[src/rtl/fifo_flex_pkg.sv]
// rtl/fifo_flex_pkg.sv - shared types and width helper for the flexible FIFO
package fifo_flex_pkg;

   typedef enum logic {
      DROP_NEW  = 1'b0,
      OVERWRITE = 1'b1
   } ovf_mode_e;

   // Occupancy must represent 0..depth inclusive, hence depth+1 states.
   function automatic int cnt_width(input int depth);
      return $clog2(depth + 1);
   endfunction

endpackage

[src/rtl/fifo_flex_wrap_ptr.sv]
// rtl/fifo_flex_wrap_ptr.sv - modulo-DEPTH pointer, wraps to 0 after DEPTH-1
module wrap_ptr #(
   parameter int DEPTH  = 16,
   parameter int ADDR_W = $clog2(DEPTH)
) (
   input  logic              clk,
   input  logic              rst_n,
   input  logic              inc,
   output logic [ADDR_W-1:0] o_ptr
);

   logic [ADDR_W-1:0] r_ptr;

   always_ff @(posedge clk or negedge rst_n) begin
      if (!rst_n) begin
         r_ptr <= '0;
      end else if (inc) begin
         r_ptr <= (r_ptr == ADDR_W'(DEPTH - 1)) ? '0 : r_ptr + 1'b1;
      end
   end

   assign o_ptr = r_ptr;

endmodule

[src/rtl/fifo_flex.sv]
// rtl/fifo_flex.sv - parametrised synchronous FIFO with thresholds, overflow policy
// and sticky error flags; occupancy is tracked solely by r_count.
module fifo_flex
   import fifo_flex_pkg::*;
#(
   parameter int DATA_W   = 8,
   parameter int DEPTH    = 16,
   parameter int AF_LEVEL = DEPTH - 2,
   parameter int AE_LEVEL = 2,
   parameter int ADDR_W   = $clog2(DEPTH),
   parameter int CNT_W    = cnt_width(DEPTH)
) (
   input  logic              clk,
   input  logic              rst_n,
   input  logic              ovf_mode,
   input  logic              wen,
   input  logic [DATA_W-1:0] wdata,
   input  logic              ren,
   output logic [DATA_W-1:0] rdata,
   output logic              rvalid,
   output logic [CNT_W-1:0]  count,
   output logic              full,
   output logic              empty,
   output logic              almost_full,
   output logic              almost_empty,
   output logic              ovf_err,
   output logic              udf_err,
   input  logic              clr_err
);

   logic [DATA_W-1:0] r_mem [DEPTH];
   logic [DATA_W-1:0] r_rdata;
   logic              r_rvalid;
   logic [CNT_W-1:0]  r_count;
   logic              r_ovf_err;
   logic              r_udf_err;

   logic [ADDR_W-1:0] w_wptr;
   logic [ADDR_W-1:0] w_rptr;
   logic              w_full;
   logic              w_empty;
   logic              w_rd_acc;
   logic              w_wr_acc;
   logic              w_ovw;
   logic              w_rptr_inc;
   logic              w_cnt_up;
   logic              w_cnt_dn;
   ovf_mode_e         w_mode;

   assign w_mode  = ovf_mode_e'(ovf_mode);
   assign w_full  = (r_count == CNT_W'(DEPTH));
   assign w_empty = (r_count == '0);

   // A simultaneous read on a full FIFO frees the slot, so the write is never an overflow.
   assign w_rd_acc   = ren && !w_empty;
   assign w_ovw      = wen && w_full && !ren && (w_mode == OVERWRITE);
   assign w_wr_acc   = wen && (!w_full || ren || (w_mode == OVERWRITE));
   assign w_rptr_inc = w_rd_acc || w_ovw;
   assign w_cnt_up   = w_wr_acc && !w_rptr_inc;
   assign w_cnt_dn   = w_rd_acc && !w_wr_acc;

   wrap_ptr #(.DEPTH(DEPTH), .ADDR_W(ADDR_W)) u_wptr (
      .clk   (clk),
      .rst_n (rst_n),
      .inc   (w_wr_acc),
      .o_ptr (w_wptr)
   );

   wrap_ptr #(.DEPTH(DEPTH), .ADDR_W(ADDR_W)) u_rptr (
      .clk   (clk),
      .rst_n (rst_n),
      .inc   (w_rptr_inc),
      .o_ptr (w_rptr)
   );

   always_ff @(posedge clk) begin
      if (w_wr_acc) begin
         r_mem[w_wptr] <= wdata;
      end
   end

   always_ff @(posedge clk or negedge rst_n) begin
      if (!rst_n) begin
         r_count   <= '0;
         r_rdata   <= '0;
         r_rvalid  <= 1'b0;
         r_ovf_err <= 1'b0;
         r_udf_err <= 1'b0;
      end else begin
         if (w_cnt_up) begin
            r_count <= r_count + 1'b1;
         end else if (w_cnt_dn) begin
            r_count <= r_count - 1'b1;
         end
         r_rvalid <= w_rd_acc;
         if (w_rd_acc) begin
            r_rdata <= r_mem[w_rptr];
         end
         if (wen && w_full && !ren) begin
            r_ovf_err <= 1'b1;
         end else if (clr_err) begin
            r_ovf_err <= 1'b0;
         end
         if (ren && w_empty) begin
            r_udf_err <= 1'b1;
         end else if (clr_err) begin
            r_udf_err <= 1'b0;
         end
      end
   end

   assign rdata        = r_rdata;
   assign rvalid       = r_rvalid;
   assign count        = r_count;
   assign full         = w_full;
   assign empty        = rst_n && w_empty;
   assign almost_full  = (r_count >= CNT_W'(AF_LEVEL));
   assign almost_empty = (r_count <= CNT_W'(AE_LEVEL));
   assign ovf_err      = r_ovf_err;
   assign udf_err      = r_udf_err;

`ifdef FORMAL
   a_cnt_max: assert property (@(posedge clk) disable iff (!rst_n)
      r_count <= CNT_W'(DEPTH));
   a_cnt_ptr: assert property (@(posedge clk) disable iff (!rst_n)
      (int'(r_count) == (int'(w_wptr) + DEPTH - int'(w_rptr)) % DEPTH) ||
      (w_full && (w_wptr == w_rptr)));
   a_ptr_rng: assert property (@(posedge clk) disable iff (!rst_n)
      (int'(w_wptr) < DEPTH) && (int'(w_rptr) < DEPTH));
   a_cnt_step: assert property (@(posedge clk) disable iff (!rst_n)
      (r_count == $past(r_count)) || (r_count == $past(r_count) + 1'b1) ||
      (r_count == $past(r_count) - 1'b1));
`endif

endmodule

[config.mk]
export PLATFORM = sky130hd
export DESIGN_NAME = fifo_flex
export DESIGN_NICKNAME = d
export VERILOG_FILES = /design/src/rtl/fifo_flex_pkg.sv /design/src/rtl/fifo_flex_wrap_ptr.sv /design/src/rtl/fifo_flex.sv
export SDC_FILE = /design/constraint.sdc
export NUM_CORES = 1
export LEC_CHECK = 0
export ABC_CLOCK_PERIOD_IN_PS = 2700
export BUFFER_PORTS_ARGS = -buffer_cell sky130_fd_sc_hd__buf_2
export CAP_MARGIN = 20
export CORE_MARGIN = 2
export CORE_UTILIZATION = 54
export CTS_CLUSTER_DIAMETER = 150
export DETAILED_ROUTE_END_ITERATION = 7
export GPL_ROUTABILITY_DRIVEN = 0
export PLACE_DENSITY_LB_ADDON = 0.2
export SYNTH_ARGS = -nofsm -noshare
export SYNTH_HDL_FRONTEND = slang
export SYNTH_SLANG_ARGS = --single-unit
export TNS_END_PERCENT = 30
[constraint.sdc]
create_clock -name clk -period 2.7 [get_ports clk]
set_clock_uncertainty 0.15 [all_clocks]
set_input_delay 0.27 -clock clk [delete_from_list [all_inputs] [get_ports clk]]
set_output_delay 0.27 -clock clk [all_outputs]
set_load 0.01 [all_outputs]
==> results of run 1 <==
cell usage in the layout (no fill, tap or decap), drive strengths merged, types with 8 or more instances in the layout:
| master | instances |
|---|---|
| a21oi | 12 |
| buf | 56 |
| clkbuf | 18 |
| dfrtp | 24 |
| edfxtp | 128 |
| ha | 8 |
| inv | 11 |
| mux2 | 12 |
| mux4 | 32 |
| nand2 | 11 |
| nor2 | 15 |
| o22ai | 16 |
synth_stat cells, types with 2 or more instances:
cell type,instances
edfxtp_1,128
a21oi_1,12
dfrtp_1,24
nand2_1,10
mux2i_1,2
inv_1,10
ha_1,8
xnor2_1,5
a21o_1,2
nor2_1,15
nor3_1,5
o21ai_0,2
nand3_1,3
clkbuf_1,7
nand2b_1,5
mux2_2,8
nor2b_1,2
mux2_1,4
o22ai_1,16
and2_1,2
o21ai_1,4
buf_2,6
mux4_2,32
final cells by class:
| class | instances | area [um^2] |
|---|---|---|
| Sequential cell | 152 | 4446 |
| Fill cell | 766 | 3757 |
| Multi-Input combinational cell | 157 | 1652 |
| Clock buffer | 18 | 429.2 |
| Timing Repair Buffer | 57 | 372.9 |
| Tap cell | 140 | 175.2 |
| Clock inverter | 11 | 110.1 |
| Inverter | 11 | 41.29 |
cells by family (layout without fill, tap and decap cells):
kind of cell               count (synthesis)  count (layout)  synth area share
xor gates and xnor gates                   5               5          0.007111
buffers and inverters                     25              97           0.01646
muxes                                     46              46            0.1422
DFF                                      152             152            0.7217
AOI/OAI and AO/OA                         50              50           0.05628
and+or+nand+nor                           47              47           0.03677
adders and majority gates                  9               9           0.01951
metrics by stage:
stage            util  hold slack (ns)
2_1_floorplan       -          -0.1756
3_3_place_gp   0.6040           0.1749
5_1_grt        0.6579          0.01443
4_1_cts        0.6540         0.007262
6_report       0.6579          0.02044
3_5_place_dp   0.6040           0.1651
worst paths after layout:
kind,from,end,cells past startpoint
worst max-delay path,count[1]$_DFFE_PN0P_,count[4]$_DFFE_PN0P_,9
worst min-delay path,clr_err,ovf_err$_DFFE_PN0P_,3
worst max register to register,count[1]$_DFFE_PN0P_,count[4]$_DFFE_PN0P_,9
worst min register to register,ovf_err$_DFFE_PN0P_,ovf_err$_DFFE_PN0P_,1
max in group asynchronous,rst_n,u_rptr.o_ptr[0]$_DFFE_PN0P_,3
min in group asynchronous,rst_n,count[1]$_DFFE_PN0P_,3
worst register-to-register path, cell delays in order, from the launching register on:
cell and delay (ns):
dfrtp_1 0.37, or4_4 0.56, o21ai_2 0.17, nand2b_4 0.17
inv_2 0.04, fa_2 0.37, nand2b_4 0.17, a211oi_4 0.25
a311oi_1 0.07, a221o_1 0.27
where the power goes:
part	internal, W	switching [W]	leakage [nW]	total (W)
clock network	0.00133	0.000868	0.260	0.00220
logic	0.00117	0.00132	0.837	0.00250
registers	0.00288	0.000187	1.44	0.00307
total	0.00538	0.00238	2.53	0.00776
state kept, by name, summed over array words and instances, names as in the netlist:
register	cells
count	5
ovf_err	1
r_mem	128
rdata	8
rvalid	1
u_rptr.o_ptr	4
u_wptr.o_ptr	4
udf_err	1
what timing repair did:
item | CTS | global route
hold buffers | 1 | 0
buffers inserted | 0 | 3
hold endpoints to repair | 24 | 0
setup endpoints to repair | 0 | 1
gates resized for setup | 0 | 4
layer usage:
metal	track usage	vias to the layer above
met5	0	-
met4	0.06750	0
met3	0.06069	13
met2	0.3215	108
met1	0.3015	1734
li1	-	1469
==> out/results.tsv, run 1 <==
stage	metric	value	unit
run_status	status	complete, but fails checks	
run_status	violations	negative setup slack	
critical_path	critical-path-top-delay-family	simple AND/OR/NAND/NOR gates	
critical_path	cp_max_fo	4	
final_layout	area_delta_synth_final	17.33	%
pwr	irDropWorstVdd	662.6	uV
flow_run	cap_viol_max_count	0	
drt	num_vias	3324	
synthesis	syn_nets	357	
timing	finalMaxSlewViolations	0	
synthesis	ys_ff_latch	152	
critical_path	critPathBufInv	1	
synthesis	ys_types	45	
drt	routedWlPerCell	22.95	um
cts	cts_buffers	17	
cts	cts.clk_slew.worst_paths	0.06	ns
timing	rsz0062_at_grt	true	
drt	ant_nets	0	
timing	fin_crit	2.700	ns
drt	wl_met2	6154	um
final_layout	finalNonFillerCells	546	
hold_path	hold_class	input pin to flip-flop	
drt	drt-initial-drc-count	210	
placed_design	dpl_cell_area	0.006634	mm^2
synthesis	async_reset_ff_frac	0.1579	
final_layout	drive_above_1_share	0.3300	
placed_design	dp_slack	0.05097	ns
grt	grt_usage	0.2119	
critical_path	required	2.86	ns
floorplan	die_height	110.8	um
final_layout	design_area	0.007226	mm^2
cts	cts.sinks	152	
critical_path	start_kind	flip-flop	
critical_path	cp_slowest_cell	or4_4	
cts	htree_levels	4	
critical_path	worstSetupPathType	flip-flop to flip-flop	
floorplan	die_w	110.8	um
cts	ctsLongestPathBuffers	2	
drt	drt-pass1-iter-count	4	
grt	grt_pass1_wl	18920	um
timing	layout_setup_ws	-0.0002773	ns
grt	overflow	0	
floorplan	rows	38	
synthesis	netlist.area_leader.share	0.6241	
drt	route.met3.wl	680	um
synthesis	synth_edf_count	128	
timing	clock.fmax	370.3	MHz
timing	setup_viol	1	
timing	post-route-period-util	1.000	
timing	tns	-0.0002773	ns
critical_path	crit_arrival	2.86	ns
synthesis	ys_dominant_reg_cell	edfxtp_1	
placed_design	port_buffers	33	
drt	drt_wl_total	12530	um
synthesis	syn-cell-area	0.006158	mm^2
critical_path	cp-end-kind	flip-flop	
drt	top_layer_used	met4	
floorplan	io_pins	34	
drt	viasPerCell	6.088	
synthesis	synth_top_area_cell	edfxtp_1	
cts	cts_tree	yes	
critical_path	path_common_cell	nand2b_4	
drt	wl_met1	5533	um
pwr	powerDensity	1074	mW/mm^2
pwr	total_power	0.007763	W
critical_path	crit_chain	or4_4, o21ai_2, nand2b_4, inv_2, fa_2, nand2b_4, a211oi_4, a311oi_1, a221o_1	
floorplan	core_area	0.01098	mm^2
grt	antenna_found_initial	0	
placed_design	dp.cells	513	
timing	finalHoldViolations	0	
synthesis	synth_area_leaders	edfxtp_1, mux4_2, dfrtp_1	
critical_path	reg2reg_slack	-0.0003	ns
cts	clockRootBuffer	clkbuf_16	
pwr	static-leakage-power	2.534	nW
synthesis	synthCells	334	
floorplan	die-area	0.01227	mm^2
grt	grt_max_degree	36	
timing	slew_headroom	0.3415	
final_layout	nets	419	
timing	tightest_slew	0.9841	ns
synthesis	synth-warning-count	0	
synthesis	yosysSeqAreaShare	0.7217	
final_layout	antenna_cells	0	
synthesis	avgSynthCellArea	18.44	um^2
placed_design	dpl.hpwl	7728	um
grt	first_global_vias	3199	
cts	clk_latency	0.42	ns
drt	drc	0	
critical_path	critPathMaxStageDelay	0.56	ns
floorplan	initial_core_util	0.5607	
Power figures use the tool's default switching activity.
==> run 2: changes to the inputs <==
--- a/config.mk
+++ b/config.mk
@@ -8,8 +8,9 @@
 export ABC_CLOCK_PERIOD_IN_PS = 2700
 export BUFFER_PORTS_ARGS = -buffer_cell sky130_fd_sc_hd__buf_2
 export CAP_MARGIN = 20
+export CORE_ASPECT_RATIO = 1.1
 export CORE_MARGIN = 2
-export CORE_UTILIZATION = 54
+export CORE_UTILIZATION = 34
 export CTS_CLUSTER_DIAMETER = 150
 export DETAILED_ROUTE_END_ITERATION = 7
 export GPL_ROUTABILITY_DRIVEN = 0
==> run 2 against run 1 <==
Against the previous run: the flow now finishes without violations; cell count up 18%; critical path type unchanged; power increased by 0.67%; first-iteration DRC count rose by 20%.
==> out/results.tsv, run 2 (synthesis gave the netlist of run 1 again) <==
stage	metric	value	unit	change
run_status	status	finished clean		
critical_path	crit_end	count[4]$_DFFE_PN0P_		
grt	first_global_vias	3390		+6.0%
timing	clock.fmax	372.0	MHz	+0.45%
critical_path	start_kind	flip-flop		
hold_path	hold_depth	2		-1
critical_path	crit_chain	or4_4, o21ai_2, nand2b_4, inv_1, fa_2, nand2b_4, a211oi_4, a311oi_1, a221o_1		
critical_path	crit_arrival	2.84	ns	-0.02 ns
critical_path	worstSetupPathType	flip-flop to flip-flop		
cts	htree_levels	4		unchanged
grt	antenna_found_initial	0		unchanged
cts	cts_tree	yes		
final_layout	antenna_cells	0		unchanged
floorplan	die_w	132.3	um	+19%
critical_path	cp.depth	9		unchanged
final_layout	final_common_cell	edfxtp_1		
drt	viasPerCell	5.034		-17%
pwr	static-leakage-power	2.537	nW	+0.12%
timing	finalHoldViolations	0		unchanged
critical_path	reg2reg_from	count[0]$_DFFE_PN0P_		
cts	clockRootBuffer	clkbuf_16		
pwr	powerDensity	1063	mW/mm^2	-1.0%
timing	post-route-period-util	0.9956		-0.004481
critical_path	crit-reg2reg-capture	count[4]$_DFFE_PN0P_		
drt	num_vias	3237		-2.6%
cts	cts_setup_buffers	0		unchanged
critical_path	critPathMaxStageDelay	0.54	ns	-0.02 ns
final_layout	area_delta_synth_final	19.36	%	
critical_path	required	2.85	ns	about the same
cts	cts.sinks	152		unchanged
floorplan	die_height	145.2	um	+31%
final_layout	drive_above_1_share	0.3136		-0.01647
critical_path	path_common_cell	nand2b_4		
timing	setup_viol	0		-1
drt	drc	0		unchanged
final_layout	final_cell_mix	edfxtp_1, buf_2, mux4_2		
pwr	irDropWorstVdd	482.2	uV	-27%
cts	clk_latency	0.42	ns	about the same
cts	ctsLongestPathBuffers	2		unchanged
critical_path	cp_max_fo	4		unchanged
floorplan	rows	51		+34%
timing	slew_headroom	0.3513		+0.009729
final_layout	top_register	r_mem		
grt	grt_usage	0.1476		-0.06427
critical_path	critPathBufInv	1		unchanged
hold_path	hold_class	input pin to flip-flop		
critical_path	critical-path-top-delay-family	simple AND/OR/NAND/NOR gates		
critical_path	cp-end-kind	flip-flop		
drt	ant_nets	0		unchanged
critical_path	reg2reg_depth	9		unchanged
drt	drt-initial-drc-count	253		+20%
critical_path	cp_slowest_cell	or4_4		
floorplan	core_area	0.01774	mm^2	+62%
cts	cts_buffers	17		unchanged
placed_design	port_buffers	33		unchanged
grt	grt_pass1_wl	20600	um	+8.9%
timing	rsz0062_at_grt	true		
critical_path	reg2reg_slack	0.01	ns	about the same
floorplan	initial_core_util	0.3472		-0.2136
pwr	total_power	0.007815	W	+0.67%
floorplan	die-area	0.01921	mm^2	+56%
timing	tightest_slew	0.9695	ns	-0.01454 ns
grt	overflow	0		unchanged
placed_design	dpl.hpwl	8617	um	+11%
grt	grt_max_degree	36		unchanged
cts	cts.clk_slew.worst_paths	0.06	ns	about the same
drt	routedWlPerCell	20.59	um	-10%
floorplan	io_pins	34		unchanged
critical_path	startpoint	count[0]$_DFFE_PN0P_		
timing	finalMaxSlewViolations	0		unchanged
flow_run	cap_viol_max_count	0		unchanged
drt	drt-pass1-iter-count	5		+1
final_layout	largest_register_ffs	128		unchanged
final_layout	finalNonFillerCells	643		+18%
placed_design	dp.cells	610		+19%
drt	drt_wl_total	13240	um	+5.6%
timing	fin_crit	2.688	ns	-0.01210 ns
final_layout	nets	416		-0.72%
==> run 2: area by class of cell <==
cell class / instances / area [um^2]
Clock buffer: 18 / 429.2
Sequential cell: 152 / 4446
Multi-Input combinational cell: 157 / 1649
Inverter: 11 / 41.29
Clock inverter: 13 / 135.1
Timing Repair Buffer: 54 / 352.8
Tap cell: 238 / 297.8
Fill cell: 1618 / 10390
==> run 2: repair_timing <==
action | 4_1_cts | 5_1_grt
setup endpoints to repair | 0 | 9
hold buffers | 2 | 0
endpoints found under the hold margin | 25 | 0
resized for setup | 0 | 3
==> run 2: metrics by stage <==
stage | hold WS, ns | setup WS [ns] | area, um^2 | util | setup TNS, ns
3_5_place_dp | 0.1330 | 0.03714 | 6749 | 0.3804 | 0
2_1_floorplan | -0.1756 | -0.04360 | 6190 | - | -0.04360
4_1_cts | 0.06048 | 0.02323 | 7333 | 0.4134 | 0
6_report | 0.08563 | 0.01182 | 7351 | 0.4144 | 0
3_3_place_gp | 0.1321 | 0.1091 | 6749 | 0.3804 | 0
5_1_grt | 0.08549 | -0.1093 | 7351 | 0.4144 | -0.1093
==> run 2: layer usage <==
layer,share of wire,up-vias,global-route usage
met5,0,-,0
met4,0.016,0,0.05860
met3,0.051,15,0.03599
met2,0.53,84,0.2510
met1,0.40,1669,0.1805
li1,-,1469,-
==> run 2: worst min path at each step <==
stage / slack [ns] / endpoint / from
6_report: 0.09 / ovf_err$_DFFE_PN0P_ / wen
5_1_grt: 0.09 / ovf_err$_DFFE_PN0P_ / wen
4_1_cts: 0.06 / ovf_err$_DFFE_PN0P_ / wen
3_5_place_dp: 0.13 / udf_err$_DFFE_PN0P_ / rst_n
3_3_place_gp: 0.13 / u_rptr.o_ptr[3]$_DFFE_PN0P_ / rst_n
2_1_floorplan: -0.18 / count[0]$_DFFE_PN0P_ / rst_n
==> run 2: power by group <==
part | switching [W] | total (W) | internal, W
logic | 0.00127 | 0.00241 | 0.00115
registers | 0.000232 | 0.00311 | 0.00288
clock network | 0.000865 | 0.00229 | 0.00142
==> run 3: changes to the inputs <==
--- a/config.mk
+++ b/config.mk
@@ -14,7 +14,7 @@
 export CTS_CLUSTER_DIAMETER = 150
 export DETAILED_ROUTE_END_ITERATION = 7
 export GPL_ROUTABILITY_DRIVEN = 0
-export PLACE_DENSITY_LB_ADDON = 0.2
+export PLACE_DENSITY = 0.63
 export SYNTH_ARGS = -nofsm -noshare
 export SYNTH_HDL_FRONTEND = slang
 export SYNTH_SLANG_ARGS = --single-unit
==> run 3 against run 2 <==
Against the previous run: critical endpoint unchanged; worst hold slack better by 0.0058 ns; die area did not move; clock-buffer cell count stayed put; flip-flop and latch count unchanged; sequential power up 2%; combinational power is essentially flat; first-iteration DRC count shrank 11%; largest power group unchanged; cell count rose by 0.47%; power up 2.9%; critical path depth did not move.
==> out/results.tsv, run 3 (synthesis gave the netlist of run 1 again) <==
stage	metric	value	unit	change
run_status	status	finished clean		
pwr	static-leakage-power	2.570	nW	+1.3%
floorplan	core_area	0.01774	mm^2	unchanged
grt	grt_max_degree	26		-28%
pwr	powerDensity	1084	mW/mm^2	+1.9%
placed_design	dp_slack	0.03349	ns	-0.003642 ns
timing	tightest_slew	0.9930	ns	+0.02347 ns
drt	drt-pass1-iter-count	5		unchanged
critical_path	crit-reg2reg-capture	count[4]$_DFFE_PN0P_		
grt	grt_pass1_wl	19380	um	-5.9%
critical_path	required	2.85	ns	about the same
cts	cts.clk_slew.worst_paths	0.06	ns	about the same
timing	fin_crit	2.643	ns	-0.04473 ns
critical_path	cp_max_fo	4		unchanged
pwr	p_int	0.005613	W	+3.0%
final_layout	top_register	r_mem		
drt	viasPerCell	5.040		+0.12%
cts	clk_latency	0.42	ns	about the same
critical_path	reg2reg_depth	9		unchanged
timing	rsz0062_at_grt	true		
cts	cts_tree	yes		
cts	ctsLongestPathBuffers	2		unchanged
floorplan	die_w	132.3	um	unchanged
pwr	combPwrFrac	0.301		-0.008
final_layout	nets	418		+0.48%
hold_path	hold_depth	2		unchanged
final_layout	antenna_cells	0		unchanged
pwr	pwr-share-seq	0.395		-0.003
floorplan	rows	51		unchanged
drt	drc	0		unchanged
cts	clockRootBuffer	clkbuf_16		
critical_path	start_kind	flip-flop		
timing	clock.fmax	378.3	MHz	+1.7%
drt	num_vias	3256		+0.59%
flow_run	cap_viol_max_count	0		unchanged
critical_path	cp-end-kind	flip-flop		
floorplan	initial_core_util	0.3472		unchanged
timing	finalHoldViolations	0		unchanged
grt	first_global_vias	3327		-1.9%
critical_path	worstSetupPathType	flip-flop to flip-flop		
timing	layout_setup_ws	0.05655	ns	+0.04473 ns
pwr	switching_share	0.3018		-0.0007077
floorplan	die-area	0.01921	mm^2	unchanged
drt	drt-initial-drc-count	226		-11%
final_layout	drive_above_1_share	0.3260		+0.01240
critical_path	crit_arrival	2.79	ns	-0.05 ns
cts	htree_levels	4		unchanged
pwr	p_sw	0.002426	W	+2.6%
hold_path	worstHoldStart	wen		
hold_path	hold_class	input pin to flip-flop		
timing	finalMaxSlewViolations	0		unchanged
critical_path	reg2reg_from	count[0]$_DFFE_PN0P_		
cts	cts.sinks	152		unchanged
critical_path	reg2reg_slack	0.06	ns	+0.04 ns
final_layout	area_delta_synth_final	20.44	%	
grt	antenna_found_initial	0		unchanged
final_layout	largest_register_ffs	128		unchanged
timing	setup_viol	0		unchanged
floorplan	die_height	145.2	um	unchanged
grt	overflow	0		unchanged
placed_design	dpl.hpwl	8430	um	-2.2%
floorplan	io_pins	34		unchanged
pwr	power_frac_clock	0.304		+0.011
timing	slew_headroom	0.3380		-0.01326
timing	hold_slack	0.09145	ns	+0.005820 ns
drt	ant_nets	0		unchanged
pwr	irDropWorstVdd	393.6	uV	-18%
final_layout	final_common_cell	edfxtp_1		
hold_path	holdPathEnd	ovf_err$_DFFE_PN0P_		
drt	routedWlPerCell	19.41	um	-5.7%
final_layout	final_cell_mix	edfxtp_1, buf_2, mux4_2		
final_layout	nFillCells	1602		-0.99%
timing	post-route-period-util	0.9791		-0.01656
placed_design	port_buffers	33		unchanged
grt	grt_usage	0.1359		-0.01175
cts	cts_buffers	17		unchanged
drt	drt_wl_total	12540	um	-5.3%
## run 3: worst max-delay path, cell delays in order, from the launching register on
cell and delay (ns):
dfrtp_1 0.37, or4_4 0.55, o21ai_2 0.14, nand2b_4 0.16
inv_1 0.05, fa_2 0.37, nand2b_4 0.16, a211oi_2 0.23
a311oi_1 0.08, a221o_1 0.27
## run 3: how the worst max path moves through the flow
stage | start | end | slack [ns]
3_5_place_dp | count[0]$_DFFE_PN0P_ | count[4]$_DFFE_PN0P_ | 0.03
6_report | count[0]$_DFFE_PN0P_ | count[4]$_DFFE_PN0P_ | 0.06
4_1_cts | count[0]$_DFFE_PN0P_ | count[4]$_DFFE_PN0P_ | 0.02
2_1_floorplan | count[0]$_DFFE_PN0P_ | count[4]$_DFFE_PN0P_ | -0.04
3_3_place_gp | count[0]$_DFFE_PN0P_ | count[4]$_DFFE_PN0P_ | 0.11
5_1_grt | count[4]$_DFFE_PN0P_ | count[4]$_DFFE_PN0P_ | -0.06
## run 3: area by class of cell
type                    instances  area [um^2]  share of cell area
well taps                     238        297.8             0.04015
clock inverters                14        178.9             0.02412
flip-flops and latches        152         4446              0.5994
multi-input cells             157         1644              0.2217
repair buffers                 56        380.4             0.05128
inverters                      11        41.29            0.005567
clock buffers                  18        429.2             0.05786
## run 3: metal layers
layer / vias to the layer above / part of all wire / wire [um] / track usage
li1: 1467 / - / - / -
met1: 1702 / 0.44 / 5539 / 0.1776
met2: 75 / 0.50 / 6301 / 0.2179
met3: 12 / 0.040 / 504 / 0.03249
met4: 0 / 0.015 / 192 / 0.05591
met5: - / 0 / 0 / 0
## run 3: what timing repair did
| item | in CTS | in global routing |
|---|---|---|
| hold buffers | 2 | 0 |
| setup buffers | 0 | 0 |
| endpoints found under the hold margin | 25 | 0 |
| endpoints found under the setup margin | 0 | 5 |
| gates resized for setup | 0 | 2 |
## run 3: stage by stage
step             util  power (W)  instances  TNS [ns]  area [um^2]
2_1_floorplan       -   0.004759        334  -0.04360         6190
3_3_place_gp   0.3820   0.005574        612         0         6777
3_5_place_dp   0.3820   0.005643        612         0         6777
4_1_cts        0.4174   0.008080        646         0         7405
5_1_grt        0.4181   0.008409        646  -0.06448         7417
6_report       0.4181   0.008039        646         0         7417
## run 3: power groups by stage
stage / combinational [W] / clock (W) / sequential [W]
after floorplan: 0.00167 / 0 / 0.00309
after global placement: 0.00237 / 0 / 0.00321
after detailed placement: 0.00242 / 0 / 0.00323
final: 0.00242 / 0.00244 / 0.00317
after CTS: 0.00243 / 0.00247 / 0.00318
after global routing: 0.00261 / 0.00258 / 0.00322
